File: config.mk
export PLATFORM = sky130hd
export DESIGN_NAME = msb_serializer
export DESIGN_NICKNAME = d
export VERILOG_FILES = /design/src/rtl/msb_serializer.sv
export SDC_FILE = /design/constraint.sdc
export NUM_CORES = 1
export LEC_CHECK = 0
export CORE_UTILIZATION = 50
export DETAILED_ROUTE_END_ITERATION = 8
export HOLD_SLACK_MARGIN = 0.08
export PLACE_DENSITY = 0.84
export SETUP_SLACK_MARGIN = 0.05
export SLEW_MARGIN = 0
export SYNTH_ARGS = -nofsm -noshare
export SYNTH_HDL_FRONTEND = slang
export SYNTH_SLANG_ARGS = --single-unit
File: constraint.sdc
create_clock -name clk -period 2.15 [get_ports clk]
set_input_delay 0.43 -clock clk [delete_from_list [all_inputs] [get_ports clk]]
set_output_delay 0.43 -clock clk [all_outputs]
set_load 0.01 [all_outputs]
File: src/rtl/msb_serializer.sv
// Parallel-to-serial front end: accepts WIDTH-bit words on a valid/ready
// handshake and emits them MSB-first with first/last framing flags.
module msb_serializer #(
  parameter int WIDTH = 8
) (
  input  logic             clk,
  input  logic             resetn,
  input  logic             din_valid,
  input  logic [WIDTH-1:0] din,
  output logic             din_ready,
  output logic             dout,
  output logic             dout_valid,
  output logic             dout_first,
  output logic             dout_last,
  output logic             dbg_state_o
);

  // Handshake: a word transfers on a rising edge where din_valid and
  // din_ready are both 1; din is sampled only then. din_ready is low exactly
  // while the hold register is occupied.

  localparam int CW = (WIDTH > 1) ? $clog2(WIDTH) : 1;
  localparam logic [CW-1:0] LAST_CNT = CW'(WIDTH - 1);

  typedef enum logic {
    IDLE  = 1'b0,
    SHIFT = 1'b1
  } state_t;

  state_t           state_q, state_d;
  logic [WIDTH-1:0] sh_q, sh_d;
  logic [WIDTH-1:0] hold_q, hold_d;
  logic             hold_v_q, hold_v_d;
  logic [CW-1:0]    cnt_q, cnt_d;
  logic             ready_q, ready_d;
  logic             dout_q, dout_d;
  logic             valid_q, valid_d;
  logic             first_q, first_d;
  logic             last_q, last_d;
  logic             acc;

  assign acc = din_valid & ready_q;

  always_comb begin
    state_d  = state_q;
    sh_d     = sh_q;
    hold_d   = hold_q;
    hold_v_d = hold_v_q;
    cnt_d    = cnt_q;
    case (state_q)
      IDLE: begin
        if (acc) begin
          sh_d    = din;
          cnt_d   = '0;
          state_d = SHIFT;
        end
      end
      SHIFT: begin
        if (cnt_q != LAST_CNT) begin
          sh_d  = {sh_q[WIDTH-2:0], 1'b0};
          cnt_d = cnt_q + CW'(1);
          if (acc) begin
            hold_d   = din;
            hold_v_d = 1'b1;
          end
        end else if (hold_v_q) begin
          // ready is low while hold is full, so no transfer competes here
          sh_d     = hold_q;
          hold_v_d = 1'b0;
          cnt_d    = '0;
        end else if (acc) begin
          sh_d  = din;
          cnt_d = '0;
        end else begin
          state_d = IDLE;
        end
      end
      default: state_d = IDLE;
    endcase
  end

  // Output flags describe the bit presented by the current state.
  always_comb begin
    dout_d  = (state_q == SHIFT) & sh_q[WIDTH-1];
    valid_d = (state_q == SHIFT);
    first_d = (state_q == SHIFT) && (cnt_q == '0);
    last_d  = (state_q == SHIFT) && (cnt_q == LAST_CNT);
    ready_d = ~hold_v_d;
  end

  always_ff @(posedge clk or negedge resetn) begin
    if (!resetn) begin
      state_q  <= IDLE;
      sh_q     <= '0;
      hold_q   <= '0;
      hold_v_q <= 1'b0;
      cnt_q    <= '0;
      ready_q  <= 1'b0;
      dout_q   <= 1'b0;
      valid_q  <= 1'b0;
      first_q  <= 1'b0;
      last_q   <= 1'b0;
    end else begin
      state_q  <= state_d;
      sh_q     <= sh_d;
      hold_q   <= hold_d;
      hold_v_q <= hold_v_d;
      cnt_q    <= cnt_d;
      ready_q  <= ready_d;
      dout_q   <= dout_d;
      valid_q  <= valid_d;
      first_q  <= first_d;
      last_q   <= last_d;
    end
  end

  assign din_ready   = ready_q;
  assign dout        = dout_q;
  assign dout_valid  = valid_q;
  assign dout_first  = first_q;
  assign dout_last   = last_q;
  assign dbg_state_o = (state_q == SHIFT);

endmodule

---- Word level (Yosys, flattened, before mapping) ----
Cells that the tools add are included.
cells by class
  muxes and demuxes ....................... 15
  add/subtract/negate cells ............... 1
  bitwise operators ....................... 4
  reductions and logical operators ........ 4
  equal/unequal tests ..................... 2
operator list
  operator                                      number
  two-way mux 8 bit                             3
  one-hot mux 8 bit (2 select lines)            1
  two-way mux 3 bit                             3
  two-way mux 1 bit                             6
  one-hot mux 3 bit (2 select lines)            1
  adder 3 x 1 -> 3 bit (second input constant)  1
  == test 3 bit (second input constant)         1
  zero test 3 bit                               1
  != test 3 bit (second input constant)         1
  AND reduction 3 bit                           1
  bitwise AND 1 bit                             2
  logical AND 1 bit                             2
  inverter 1 bit                                2
  one-hot mux 1 bit (2 select lines)            1
word-level totals
  register bits ........................... 26
  logic and storage cells ................. 36
  output and inout bits ................... 6
  input bits .............................. 11

---- Depth between registers and ports, before layout ----
  depth in word-level cells ............... 5
  depth in mapped cells ................... 6
  depth with buffers taken out ............ 5

---- Worst setup path after synthesis ----
Ideal clock, no wire load.
  kind .................................... reg2reg
  start point ............................. register cnt_q[0]
  end point ............................... register hold_q[0]
  path buffers ............................ 0
  setup time .............................. 0.125 ns
  clock period less this slack ............ 1.509 ns
  arrival time ............................ 1.384 ns
  data required time ...................... 2.025 ns
  stages on the path, launching flop included .. 5
  setup slack ............................. 0.641 ns
  cell sequence ........................... dfrtp_1 > ha_1 > ha_1 > nand4b_2 > mux2_2
on the way
  longest elaborated chain between the ends .. 2
ends and longest elaborated chain
  item                                  RTL line  text
  start: declaration                    34        logic [CW-1:0] cnt_q, cnt_d;
  start signal: assignment              108       cnt_q <= cnt_d;
  != test 3 bit                         59        if (cnt_q != LAST_CNT) begin
  AND reduction 3 bit (no source line)  -
  end signal: assignment                106       hold_q <= hold_d;
  end: declaration                      32        logic [WIDTH-1:0] hold_q, hold_d;
Every way passes these cells.
A chain may end at the register's enable or synchronous reset.

---- Worst setup path after layout ----
  start point ............................. register ready_q, in the netlist din_ready
  end point ............................... output port din_ready
RTL lines
  item                      RTL line  text
  start: declaration        35        logic ready_q, ready_d;
  start signal: assignment  109       ready_q <= ready_d;
  end: declaration          10        output logic din_ready,
No word-level cell between the ends.

==> results_dict.tcl <==
set metrics [dict create \
    gp_congestion 0.7314 \
    dr_wl_met2_mm 1.075 \
    fin_setup_tns_ns 0 \
    pwr_density_cell_nw_per_um2 1434 \
    r2r_start "cnt_q[0]" \
    grt_max_degree 27 \
    dieArea_um2 2475 \
    coreArea_um2 2042 \
    ir_drop_mv 0.7312 \
    p_clk_frac 0.121 \
    layout_commonest_cell "dfrtp_1" \
    netlist_instances 86 \
    crit_path_start "din_ready" \
    slew_viol_final 0 \
    routed_wl_mm 2.085 \
    synthArstFlopShare 1.000 \
    combinationalPowerShare 0.437 \
    synth_seq_cells 26 \
    worst_r2r_path_depth 4 \
    grt_overflow 0 \
    post_cts_resize_count 0 \
    worst-path-stages 1 \
    endpoint "din_ready" \
    htree_levels 1 \
    fin_nets 122 \
    viasPerCell 5.677 \
    dp_slack_ns 0.3500 \
    syn_to_final_growth_pct 20.97 \
    cts_root_buffer "clkbuf_4" \
    final_cell_mix "26 x dfrtp_1, 16 x clkdlybuf4s50_1, 8 x mux2_2" \
    status "finished, final reports clean" \
    start_kind "flop" \
    drt_pass1_iterations 4 \
    io_buffers 16 \
    wl_per_cell_um 15.68 \
    vias 755 \
    drtIter0Drc 11 \
    cp-end-kind "output port" \
    ys.flop_type "dfrtp_1" \
    reg2reg_slack_ns 0.47 \
    antenna_found_initial 0 \
    dp.cells 129 \
    cts_tree "built" \
    p_seq_frac 0.442 \
    utilization 0.6752 \
    grt_pass1_wl_mm 3.608 \
    slew_headroom 0.7235 \
    cap_violations 0 \
    syn_avg_cell_area_um2 13.25 \
    fin_hold_ws_ns 0.4673 \
    internal_power_mw 1.303 \
    seqCellArea_um2 650.6 \
    drt-met1-wl_um 932 \
    cp_num_buf_inv 1 \
    fillCellCount 161 \
    dr_wl_met3_um 63 \
    max_clock_freq_ghz 0.5702 \
    final_area_um2 1379 \
    clk_path_buf_depth 2 \
    fin_crit_ns 1.754 \
    drive_gt1_frac 0.1887 \
    hpwl_mm 1.490 \
    worstMarginPinSlew_ns 0.4146 \
    setup_viol 0 \
    first_global_vias 793 \
    cts.sinks 26 \
    power_mw 1.977 \
    critPathArrivalTime_ns 1.32 \
    yosysSeqAreaShare 0.5708 \
    die_x_um 49.75 \
    synth_fp_nets 101 \
    p_sw_frac 0.3410 \
    cp_cell_sequence "clkdlybuf4s50_1" \
    timing.final.crit_share 0.8157 \
    crit_required_ns 1.72 \
    io-pin-count 17 \
    cts_hold_buf 0 \
    hold_viol_final 0 \
    cts_setup_buffers 0 \
    path_clk_slew_ns 0.14 \
    worst_slack_ns 0.3962 \
    top_layer "met4" \
    p_switching_mw 0.6742 \
    rows 16 \
    critPathTopFamily "buffers and inverters" \
    cp_slowest_cell "clkdlybuf4s50_1" \
    die_h_um 49.75 \
    postPlaceCellArea_um2 1343 \
    crit_path_max_incr_delay_ns 0.56 \
    netlist_area_um2 1140 \
    synth_warnings 0 \
    fin_cells 133 \
    initial_utilization 0.5582 \
    numCtsBuffers 3 \
    clock_latency_ns 0.31 \
    hold_path.class "in2async" \
    antenna_cells 0 \
    drc 0 \
    antenna_left 0 \
    regToRegEndpoint "hold_q[4]" \
    synth.distinct_cells 25 \
    rsz0062_at_grt "no" \
    globalRouteTotalUtil 0.1997 \
    criticalPathCategory "reg2out" \
    synth-edff-count 0 \
    path_max_fanout 4 \
    multi_input_area_um2 460.4 \
    power_leakage_nw 0.6647 \
    clock_skew_ns 0.008369 \
]
==> power by group through the flow <==
| stage | registers, mW | logic, mW | clock network, mW |
|---|---|---|---|
| final | 0.873 | 0.865 | 0.239 |
| after global routing | 0.904 | 0.957 | 0.268 |
| after CTS | 0.872 | 0.874 | 0.245 |
| after detailed placement | 0.886 | 0.870 | 0 |
| after global placement | 0.868 | 0.829 | 0 |
| after floorplan | 0.873 | 0.582 | 0 |
==> synth_stat cells, types with 2 or more instances <==
master   number  area, um2
dfrtp_1      26      650.6
mux2_2        8      90.09
a22oi_1       7      52.55
mux2i_1       7      70.07
o22ai_1       7      43.79
ha_1          4      50.05
inv_1         4      15.01
a22o_1        2      17.52
and2_1        2      12.51
buf_2         2      10.01
nand2_1       2      7.510
nor2_1        2      7.510
==> registers in the layout (all words and copies together), names as in the netlist, named ones only <==
register     flops
cnt_q            3
sh_q             8
dout_last        1
dout             1
hold_q           8
dout_valid       1
din_ready        1
dout_first       1
dbg_state_o      1
==> area by class of cell <==
type                    count  area share
well taps                  27     0.02450
flip-flops and latches     26      0.4719
inverters                   4     0.01089
clock buffers               4     0.02632
multi-input cells          53      0.3339
repair buffers             19      0.1325
==> layer usage <==
| metal | global-route usage | vias up |
|---|---|---|
| li1 | - | 358 |
| met1 | 0.2683 | 380 |
| met2 | 0.3108 | 15 |
| met3 | 0.04012 | 2 |
| met4 | 0.09048 | 0 |
| met5 | 0 | - |
==> worst min-delay path by stage <==
stage	start	endpoint	slack, ns
after CTS	resetn	hold_q[7]	0.47
after global placement	sh_q[7]	dout	0.47
after global routing	resetn	sh_q[7]	0.48
final	resetn	hold_q[0]	0.47
after floorplan	resetn	async pin	0.13
after detailed placement	sh_q[7]	dout	0.49
==> cells by family (layout without fill, tap and decap cells) <==
logic type                 after synthesis  count (layout)  share of synthesized area
AOI/OAI and AO/OA                       22              22                     0.1427
adders and majority gates                4               4                    0.04391
buffers and inverters                    7              27                    0.02524
DFF                                     26              26                     0.5708
muxes                                   16              16                     0.1537
and+or+nand+nor                         11              11                    0.06368
(Power assumes the default switching activity.)
